### src/rtl/hazard_detection.sv
// Load-use and branch-operand hazard detection; stall outputs are combinational.
// Define HAZARD_STALL_COUNT_EN to compile in the saturating stall counter.
module hazard_detection #(
   parameter logic [5:0]  BRANCH_OPCODE = 6'b000011,
   parameter int unsigned COUNT_WIDTH   = 32
) (
   input  logic                   clk,
   input  logic                   reset,
   input  logic                   idExMemRead,
   input  logic                   idExRegWrite,
   input  logic                   exMemRegWrite,
   input  logic [4:0]             idExRt,
   input  logic [4:0]             idExRd,
   input  logic [4:0]             ifIdRs,
   input  logic [4:0]             ifIdRt,
   input  logic [4:0]             exMemRd,
   input  logic [5:0]             opCode,
   output logic                   pcWrite,
   output logic                   ifIdWrite,
   output logic                   bubbleInstruction,
   output logic [COUNT_WIDTH-1:0] stallCount
);

   logic matchIdExRt;
   logic matchIdExRd;
   logic matchExMemRd;
   logic isBranch;
   logic loadUseHazard;
   logic branchHazard;
   logic stall;

   // Register 0 is hardwired to zero, so it can never carry a dependency.
   assign matchIdExRt  = (idExRt  != 5'd0) && ((idExRt  == ifIdRs) || (idExRt  == ifIdRt));
   assign matchIdExRd  = (idExRd  != 5'd0) && ((idExRd  == ifIdRs) || (idExRd  == ifIdRt));
   assign matchExMemRd = (exMemRd != 5'd0) && ((exMemRd == ifIdRs) || (exMemRd == ifIdRt));

   assign isBranch      = (opCode == BRANCH_OPCODE);
   assign loadUseHazard = idExMemRead && matchIdExRt;
   assign branchHazard  = isBranch && ((idExRegWrite && matchIdExRd) ||
                                       (exMemRegWrite && matchExMemRd));

   assign stall = ~reset && (loadUseHazard || branchHazard);

   assign pcWrite           = ~stall;
   assign ifIdWrite         = ~stall;
   assign bubbleInstruction = stall;

`ifdef HAZARD_STALL_COUNT_EN
   logic [COUNT_WIDTH-1:0] countQ;

   // Saturate rather than wrap so a long run never reports a tiny count.
   always_ff @(posedge clk) begin
      if (reset) begin
         countQ <= '0;
      end else if (stall && (countQ != {COUNT_WIDTH{1'b1}})) begin
         countQ <= countQ + 1'b1;
      end
   end

   assign stallCount = countQ;
`else
   logic unusedClk;

   assign unusedClk  = clk;
   assign stallCount = '0;
`endif

endmodule

### config.mk
export PLATFORM = sky130hd
export DESIGN_NAME = hazard_detection
export DESIGN_NICKNAME = d
export VERILOG_FILES = /design/src/rtl/hazard_detection.sv
export SDC_FILE = /design/constraint.sdc
export NUM_CORES = 1
export LEC_CHECK = 0
export ABC_CLOCK_PERIOD_IN_PS = 2600
export CAP_MARGIN = 10
export CELL_PAD_IN_SITES_DETAIL_PLACEMENT = 1
export CELL_PAD_IN_SITES_GLOBAL_PLACEMENT = 1
export CORE_MARGIN = 5
export CORE_UTILIZATION = 19
export DETAILED_ROUTE_END_ITERATION = 7
export MAX_ROUTING_LAYER = met4
export PLACE_DENSITY = 0.81
export SLEW_MARGIN = 15
export SYNTH_ARGS = -nofsm -noshare
export SYNTH_HDL_FRONTEND = slang
export SYNTH_SLANG_ARGS = --single-unit
export TNS_END_PERCENT = 10
### constraint.sdc
create_clock -name vclk -period 2.6
set_clock_uncertainty 0.15 [all_clocks]
set_input_delay 0.52 -clock vclk [all_inputs]
set_output_delay 0.52 -clock vclk [all_outputs]
set_load 0.05 [all_outputs]
-- Word level (Yosys, flattened, before mapping)
Cells that the tools add are included.
- input bits: 36
- output and inout port bits: 35
- flip-flop bits (word level): 0
- logic and storage cells: 25
- reductions and logical operators: 16
- bitwise operators: 2
- equal/unequal tests: 7
- operators with widths (operator ; count):
    5-bit equality test ; 6
    5-bit nonzero test ; 3
    1-bit logical AND ; 8
    6-bit by 2-bit equality test with 1-bit output (second input constant) ; 1
    1-bit logical OR ; 5
    1-bit inverter ; 2

-- Longest topological paths before layout
Gate-level depths: netlist of the first run.
- depth after elaboration: 9
- mapped depth: 6

-- Worst setup path after synthesis of the first run
OpenSTA, ideal clock, no wires.
- path kind: input -> output
- start point: input port opCode[2]
- end point: output port bubbleInstruction
- arrival: 2521 ps
- slack: -591 ps
- buffers on the path: 0
- stages on the path: 4
- data required time: 1930 ps
- cell sequence: or4_4 nor3_2 nand2_1 o311ai_1
- cells in the longest elaborated chain, start to end: 4
- RTL lines (item ; line ; text):
    start, declared ; 17 ; input logic [5:0] opCode,
    6-bit by 2-bit equality test with 1-bit output ; 37 ; assign isBranch = (opCode == BRANCH_OPCODE);
    1-bit logical AND ; 39 ; assign branchHazard = isBranch && ((idExRegWrite && matchIdExRd) ||
    1-bit logical OR ; 42 ; assign stall = ~reset && (loadUseHazard || branchHazard);
    1-bit logical AND ; 42 ;
    end, declared ; 20 ; output logic bubbleInstruction,
No other way between the ends.

-- Final worst setup path of the first run
- start point: input port ifIdRt[2]
- end point: output port bubbleInstruction
- cells in the longest elaborated chain, start to end: 8
- elaborated cells between the ends (all ways): 16
- classes of those cells: eq/ne (3); reduce/logical (13)
- RTL lines (item ; line ; text):
    start, declared ; 15 ; input logic [4:0] ifIdRt,
    5-bit equality test, on equally long branches ; 34, 35 ;
    1-bit logical OR, on equally long branches ; 34, 35 ;
    1-bit logical AND, on equally long branches ; 34, 35 ;
    1-bit logical AND, on equally long branches ; 39, 40 ;
    1-bit logical OR ; 39 ;
    1-bit logical AND ; 39 ;
    1-bit logical OR * ; 42 ;
    1-bit logical AND * ; 42 ;
Every way passes the cells marked *; elsewhere a longest branch is shown, timed or not.

==> reports/qor.yml, run 1 <==
run_status:
  status: "finished, violations left"
  failed_checks: "setup timing"
worst_setup_path:
  endpoint_kind: "output pin"
  critPathBufInv: 4
  crit_slowest_cell: "dlygate4sd2_1"
  critPathTopFamily: "buffers and inverters"
  cpPeakStageDelay_ns: 0.27
  crit_path_max_fanout: 2
  cp_cell_sequence: "dlygate4sd2_1, buf_4, xnor2_1, nand3_1, o22ai_2, o2111ai_4, buf_6, o311ai_4, buf_12"
  critPathArrivalTime_ns: 1.99
  criticalPathCategory: "primary input to output pin"
  worstSetupStartpointType: "primary input"
  cp.required_ns: 1.93
yosys:
  yosysSeqAreaShare_pct: 0
  synthXorXnorAreaFrac_pct: 38.7
  yosys_warnings: 0
  avgSynthCellArea_um2: 7.45
  yosys-mux-area-fraction_pct: 0
  synthAdderAreaFrac_pct: 0
  synthCells: 91
  synth_top_family_by_area: "XOR/XNOR gates"
  synth_compound_area_share_pct: 6.64
  synth-simple-area-share_pct: 17.5
  ys_types: 18
  syn_area_um2: 678
floorplan:
  rows: 21
  initial_core_util_pct: 20.0
  die_h_um: 69.7
  dieArea_um2: 4860
  die_x_um: 69.7
  pin_count: 71
  core_um2: 3390
min_path:
  holdCritStartpoint: "opCode[5]"
  min_path_cells: 7
  hp-class: "primary input to output pin"
  whs_endpoint: "bubbleInstruction"
layout:
  diodes: 0
  syn_to_final_growth_pct: 87.8
  seqCellArea_um2: 0
  drive_above_1_share_pct: 31.3
  utilization_pct: 37.6
  nClkBuffers: 0
  seq_cells: 0
  final_nets: 185
timing:
  fmax_mhz: 376
  min_period_ns: 2.66
  rsz0062_at_grt: "yes"
  slew_violations: 0
  setup_slack_ns: -0.0597
  finalHoldViolCount: 0
  period_share_pct: 102
  setup_viol: 1
detailed_routing:
  first_pass_iters: 3
  first_iter_violations: 9
  drt-total-wl_mm: 2.46
  vias_per_cell: 3.81
  route.vias.total: 736
  drc: 0
  ant_nets: 0
  wl_per_cell_um: 12.8
grt:
  grt_remaining_overflow: 0
  grt_pass1_vias: 818
  grt_max_degree: 4
  grt_pass1_wl_mm: 3.77
  antenna_found_initial: 0
  grt.total_usage_pct: 9.48
placed_design:
  gp_congestion: 0.865
  place_ws_ns: -0.421
  portBuffers: 38
  dpl.hpwl_mm: 2.13
power:
  power.density_nw_per_um2: 204
  leakagePower_uw: 0.000561
  vdd_drop_max_v: 0.0000619
cts:
  cts_hold_repair.buffers: 0
flow_run:
  cap_violations: 0
-- final cells by class --
type | count | area (um2)
tap | 46 | 57.6
fill | 423 | 2120
timing repair buffer | 58 | 536
multi-input combinational | 89 | 681
-- cell usage in the layout, fill, tap and decap left out --
master           Yosys  routed
xnor2_2              0       3
nor3_2               1       4
buf_4               33      17
conb_1               1      32
nor3b_2              0       1
buf_12               0       3
buf_6                0       4
or4_4                1       3
or4_1                3       1
a31oi_2              0       1
clkdlybuf4s15_1      0       4
o2111ai_4            0       1
nor2_4               0       1
nor2_1               2       1
nand2_1              4       3
o311a_4              0       1
clkdlybuf4s50_1      0       6
o21ai_2              0       1
dlygate4sd2_1        0      22
nand2_2              0       1
buf_2                0       2
xor2_1               9       9
o311ai_4             0       1
xnor2_1             21      18
nand3_1              5       5
nor3_4               0       1
o22ai_2              0       1
-- logic make-up (layout without fill, tap and decap cells) --
group | Yosys count | in the layout
and+or+nand+nor | 21 | 21
xor gates and xnor gates | 30 | 30
other | 1 | 32
buffers and inverters | 33 | 58
AOI/OAI and AO/OA | 6 | 6
-- timing repair --
action	4_1_cts	5_1_grt
buffers inserted	1	0
pin swaps	13	4
gates cloned	0	0
gates resized for setup	63	1
setup endpoints to repair	3	3
-- metrics by stage --
stage,area [um2],power [uW],cells,TNS [ns],hold WS [ns]
floorplan,813,191,122,-0.106,1.18
global placement,1180,251,192,-1.15,1.73
detailed placement,1180,254,192,-1.22,1.76
CTS,1270,257,193,-0.123,1.55
global route,1270,276,193,-0.294,1.55
finish,1270,260,193,-0.0597,1.52
-- Yosys cell counts (2+ instances only) --
library cell / n / area (um2)
nand3_1: 5 / 25.0
nor2_1: 2 / 7.51
xnor2_1: 21 / 184
buf_4: 33 / 248
or4_1: 3 / 22.5
nor3_1: 4 / 20.0
xor2_1: 9 / 78.8
nand2_1: 4 / 15.0
-- how the worst max path moves through the flow --
stage               depth (start not counted)  slack (ns)                end  startpoint
finish                                      9       -0.06  bubbleInstruction   ifIdRt[2]
global route                                9       -0.15  bubbleInstruction   ifIdRt[2]
CTS                                         7       -0.06  bubbleInstruction   opCode[5]
detailed placement                          7       -0.42  bubbleInstruction   opCode[2]
global placement                            7       -0.39  bubbleInstruction   opCode[2]
floorplan                                   5       -0.11            pcWrite   opCode[2]
-- metal layers --
layer	track usage, %	up-vias	routed length, um
li1	-	353	-
met1	9.44	335	892
met2	19.8	46	1360
met3	1.30	2	187
met4	0.851	0	21
met5	-	-	0
-- tightest hold or removal path, stage by stage --
cell and delay (ns):
buf_6 0.06, or4_4 0.12, nor3_4 0.04, nand2_2 0.07, buf_6 0.10, o311ai_4 0.09, buf_12 0.15
-- power breakdown --
part           switching [uW]  internal (uW)  total (uW)
combinational             170           90.2         260
clock                       0              0           0
sequential                  0              0           0
No activity file was read; power rests on OpenSTA's default activity.
==> run 2, diff against run 1 <==
--- a/config.mk
+++ b/config.mk
@@ -11,2 +11,3 @@
 export CELL_PAD_IN_SITES_GLOBAL_PLACEMENT = 1
+export CORE_ASPECT_RATIO = 0.5
 export CORE_MARGIN = 5
--- a/constraint.sdc
+++ b/constraint.sdc
@@ -4,2 +4,2 @@
 set_output_delay 0.52 -clock vclk [all_outputs]
-set_load 0.05 [all_outputs]
+set_load 0.005 [all_outputs]
==> run 2 against run 1 <==
Net effect: the run now ends clean; wire length shrank 0.12%; sequential share of layout area is the same; combinational power is 40% lower; cell count rose by 1.6%; fmax grew 2.8%; core utilization shrank 4.1 points; global-route usage is 0.087 points lower; setup slack improved by 0.072 ns; largest cell class unchanged.
==> reports/qor.yml, run 2 (synthesis gave the netlist of run 1 again) <==
run_status:
  status: "complete, no violations"  # was finished, violations left
min_path:
  min_path_cells: 6  # was 7
  hp-class: "primary input to output pin"  # unchanged
flow_run:
  cap_violations: 0  # unchanged
floorplan:
  core_um2: 3430  # was 3390 um2
  rows: 15  # was 21
  dieArea_um2: 4940  # was 4860 um2
  pin_count: 71  # unchanged
  initial_core_util_pct: 19.7  # was 20.0%
  die_h_um: 52.2  # was 69.7 um
  die_x_um: 94.5  # was 69.7 um
grt:
  grt_pass1_vias: 739  # was 818
  grt_remaining_overflow: 0  # unchanged
  grt_max_degree: 4  # unchanged
  grt_pass1_wl_mm: 3.62  # was 3.77 mm
  antenna_found_initial: 0  # unchanged
  grt.total_usage_pct: 9.39  # was 9.48%
power:
  leakagePower_uw: 0.000509  # was 0.000561 uW
  vdd_drop_max_v: 0.0000228  # was 0.0000619 V
  power.density_nw_per_um2: 136  # was 204 nW/um2
  finalPower_uw: 157  # was 260 uW
worst_setup_path:
  crit_path_max_fanout: 2  # unchanged
  cp_num_cells: 7  # was 9
  cp_cell_sequence: "buf_6, or4_4, nor3_4, buf_6, o2111ai_4, o311a_1, buf_2"  # was dlygate4sd2_1, buf_4, xnor2_1, nand3_1, o22ai_2, o2111ai_4, buf_6, o311ai_4, buf_12
  crit_path_frequent_cell: "buf_6"
  cp.required_ns: 1.93  # about the same
  critPathTopFamily: "simple AND/OR/NAND/NOR gates"  # was buffers and inverters
  endpoint_kind: "output pin"  # unchanged
  critPathArrivalTime_ns: 1.92  # was 1.99 ns
  crit_slowest_cell: "or4_4"  # was dlygate4sd2_1
  critPathCapture: "ifIdWrite"  # was bubbleInstruction
  criticalPathCategory: "primary input to output pin"  # unchanged
  cpPeakStageDelay_ns: 0.54  # was 0.27 ns
  critPathBufInv: 3  # was 4
  worstSetupStartpointType: "primary input"  # unchanged
  worstSetupStartpoint: "opCode[4]"  # was ifIdRt[2]
detailed_routing:
  drc: 0  # unchanged
  ant_nets: 0  # unchanged
  first_pass_iters: 2  # was 3
  route.vias.total: 683  # was 736
  drt-total-wl_mm: 2.46  # about the same
  vias_per_cell: 3.48  # was 3.81
  first_iter_violations: 1  # was 9
  wl_per_cell_um: 12.6  # was 12.8 um
timing:
  tns_ns: 0  # was -0.0597 ns
  setup_slack_ns: 0.0125  # was -0.0597 ns
  min_period_ns: 2.59  # was 2.66 ns
  rsz0062_at_grt: "yes"  # unchanged
  fmax_mhz: 386  # was 376 MHz
  slew_violations: 0  # unchanged
  finalHoldViolCount: 0  # unchanged
  setup_viol: 0  # was 1
  period_share_pct: 99.5  # was 102%
layout:
  drive_above_1_share_pct: 26.2  # was 31.3%
  syn_to_final_growth_pct: 69.4  # was 87.8%
  final_cell_mix: "32 x conb_1, 22 x dlygate4sd2_1, 20 x xnor2_1"  # was 32 x conb_1, 22 x dlygate4sd2_1, 18 x xnor2_1
  layout_commonest_cell: "conb_1"  # unchanged
  fillers: 433  # was 423
  fin_area_um2: 1150  # was 1270 um2
  final-instance-count-excl-fill: 196  # was 193
  multiInputGateArea_um2: 622  # was 681 um2
  seq_cells: 0  # unchanged
  seqCellArea_um2: 0  # unchanged
  diodes: 0  # unchanged
  nClkBuffers: 0  # unchanged
  final_nets: 183  # was 185
placed_design:
  dpl.hpwl_mm: 2.23  # was 2.13 mm
  gp_congestion: 0.763  # was 0.865
  placed_area_um2: 1120  # was 1180 um2
  dp.cells: 195  # was 192
  place_ws_ns: -0.617  # was -0.421 ns
  portBuffers: 38  # unchanged
cts:
  cts_hold_repair.buffers: 0  # unchanged
run 2: cell count changes in the layout (fill, tap and decap cells not counted), sizes merged:
cell | before | now
buf | 26 | 22
clkdlybuf4s15 | 4 | 3
clkbuf | 0 | 3
run 2: where the power goes:
group          switching [uW]  internal (uW)
combinational            73.8           82.8
sequential                  0              0
clock                       0              0
total                    73.8           82.8
run 2: timing repair:
item                                    CTS  global route
buffers inserted                          1             0
resized for setup                        55            13
endpoints found under the setup margin    3             3
pin swaps                                15             8
run 2: how the worst min path moves through the flow:
stage | from | to
finish | opCode[4] | bubbleInstruction
global route | opCode[4] | bubbleInstruction
detailed placement | idExRegWrite | bubbleInstruction
floorplan | idExRegWrite | bubbleInstruction
CTS | opCode[4] | bubbleInstruction
global placement | idExRegWrite | bubbleInstruction
run 2: layout make-up:
class | instances | share of cell area, %
Multi-Input combinational cell | 89 | 54.1
Tap cell | 51 | 5.56
Timing Repair Buffer | 56 | 40.3
run 2: routing by layer:
layer / share of wire (%) / routed length, um / up-vias / track usage, %
met3: 4.8 / 117 / 0 / 0.143
met4: 0 / 0 / 0 / 0
met5: 0 / 0 / - / -
met2: 60 / 1480 / 21 / 21.0
li1: - / - / 351 / -
met1: 35 / 862 / 311 / 9.80
run 2: worst min-delay path, delay by kind of cell:
| family | cells | cell delay, ns |
|---|---|---|
| compound gates | 1 | 0.08 |
| simple gates | 3 | 0.23 |
| buf+inv | 2 | 0.19 |
run 2: through the flow:
| step | hold WS (ns) | utilization [%] |
|---|---|---|
| detailed placement | 1.92 | 32.6 |
| global route | 1.44 | 33.4 |
| CTS | 1.41 | 32.4 |
| floorplan | 1.04 | - |
| global placement | 1.94 | 32.6 |
| finish | 1.40 | 33.4 |
==> variant: new RTL, flow settings as in run 1 <==
Change the parameter `COUNT_WIDTH` from 32 to 48.
--- a/src/rtl/hazard_detection.sv
+++ b/src/rtl/hazard_detection.sv
@@ -4,3 +4,3 @@
    parameter logic [5:0]  BRANCH_OPCODE = 6'b000011,
-   parameter int unsigned COUNT_WIDTH   = 32
+   parameter int unsigned COUNT_WIDTH   = 48
 ) (
Interface: changed (resized stallCount); port bits go from 71 to 87. The function was not compared with the original's and may differ.
==> variant against run 1 <==
  * The run still ends with setup timing left
  * Wire length increased by 15%
  * Largest cell class unchanged
  * Critical path depth is 2 lower
  * Synthesized area increased by 18%
  * Global-route usage rose by 0.54 points
  * Setup slack lost 31 ps
  * Cell area up 6.6%
  * Total power grew 21%
==> variant: results (changes against run 1) <==
[outcome]
status = complete, but fails checks
violations = setup timing

[detailed_routing]
firstDrtPassIters = 2  ; -1
drt_iter0_drc = 8  ; -1
avgRoutedWirePerCell_um = 13.3  ; +4.1%
vias = 783  ; +6.4%

[final_layout]
layout-drive-gt1-share_pct = 30.1  ; -1.2 points
stdcell_area_mm2 = 0.00136  ; +6.6%
fin_nets = 201  ; +8.6%
num-fill-cells = 497  ; +17%
fin_cells = 214  ; +11%
seq_cells = 0  ; unchanged

[global_route]
grt_pass1_wl_um = 4280  ; +13%
grt_max_degree = 4  ; unchanged
grt_pass1_vias = 936  ; +14%
grt.total_usage_pct = 10.0  ; +0.54 points
antenna_found_initial = 1  ; +1

[worst_setup_path]
worstPathMaxFanout = 2  ; unchanged
cp.arrival_ps = 2020  ; +30 ps

[hold_path]
hold_end = ifIdWrite
hold_path.class = in -> out
hp-start = opCode[4]
min_path_cells = 6  ; -1

[logic_synthesis]
synthTopCellsByCount = buf_4 (49), xnor2_1 (21), xor2_1 (9), nand3_1 (5)
synth.area.top_cells = buf_4 (46%), xnor2_1 (23%), xor2_1 (9.9%), nand3_1 (3.1%), or4_1 (2.8%)
yosysWarnings = 0  ; unchanged
syn_inst = 107  ; +18%
ys_seq_area_share_pct = 0  ; unchanged

[placement]
dpl_cell_area_mm2 = 0.00124  ; +5.5%
io_buffers = 38  ; unchanged
placed_cells = 212  ; +10%
hpwl_um = 2500  ; +17%
dp_worst_setup_slack_ps = -434  ; -12.8 ps
gp_congestion = 0.843  ; -2.6%

[timing]
fin_ws_ps = -90.9  ; -31.2 ps
holdWs_ps = 1530  ; +15.3 ps
finalSetupViolations = 3  ; +2

[power_and_ir_drop]
ir_worst_vdd_mv = 0.0622  ; +0.41%
power_leakage_nw = 0.617  ; +9.9%

[run]
cap_violations = 0  ; unchanged

## variant: power by group
part	total [mW]	switching (mW)	internal, mW
Clock	0.0000000514	0	0.0000000514
Combinational	0.316	0.224	0.0923
Sequential	0	0	0
Total	0.316	0.224	0.0923
## variant: worst max-delay path: stages
cell and delay, ps:
buf_6 90, or4_4 540, nor3_4 170, nand2_2 90
buf_6 130, o311ai_4 300, buf_12 180
## variant: how the worst max path moves through the flow
stage / startpoint / endpoint / slack [ps]
finish: opCode[4] / bubbleInstruction / -90
global route: reset / bubbleInstruction / -150
CTS: opCode[4] / bubbleInstruction / -100
detailed placement: opCode[2] / bubbleInstruction / -430
global placement: opCode[2] / bubbleInstruction / -380
floorplan: opCode[2] / pcWrite / -110
## variant: cell families (layout without fill, tap and decap cells)
family / after synthesis / after routing / share of synthesized area, %
buffers and inverters: 49 / 58 / 46.1
AOI/OAI and AO/OA: 6 / 6 / 5.64
xor gates and xnor gates: 30 / 30 / 32.9
other: 1 / 49 / 0.470
and+or+nand+nor: 21 / 21 / 14.9
## variant: routing by layer
metal	GRT usage, %	share of wire (%)
met4	0.395	0
met5	-	0
met3	1.60	9.5
met2	20.3	57
met1	10.4	34
## variant: cell type report
cell class	instances	area share (%)
multi-input combinational	105	55.1
tap	50	4.61
antenna	1	0.184
timing repair buffer	58	40.1
## variant: timing repair
action,4_1_cts,5_1_grt
resized for setup,70,1
setup buffers,1,0
endpoints found under the setup margin,3,3
pin swaps,12,0
## variant: through the flow
| step | TNS (ps) | total power, mW |
|---|---|---|
| final | -125 | 0.316 |
| after detailed placement | -1280 | 0.307 |
| after CTS | -101 | 0.311 |
| after global routing | -325 | 0.334 |
| after floorplan | -106 | 0.260 |
| after global placement | -1120 | 0.301 |
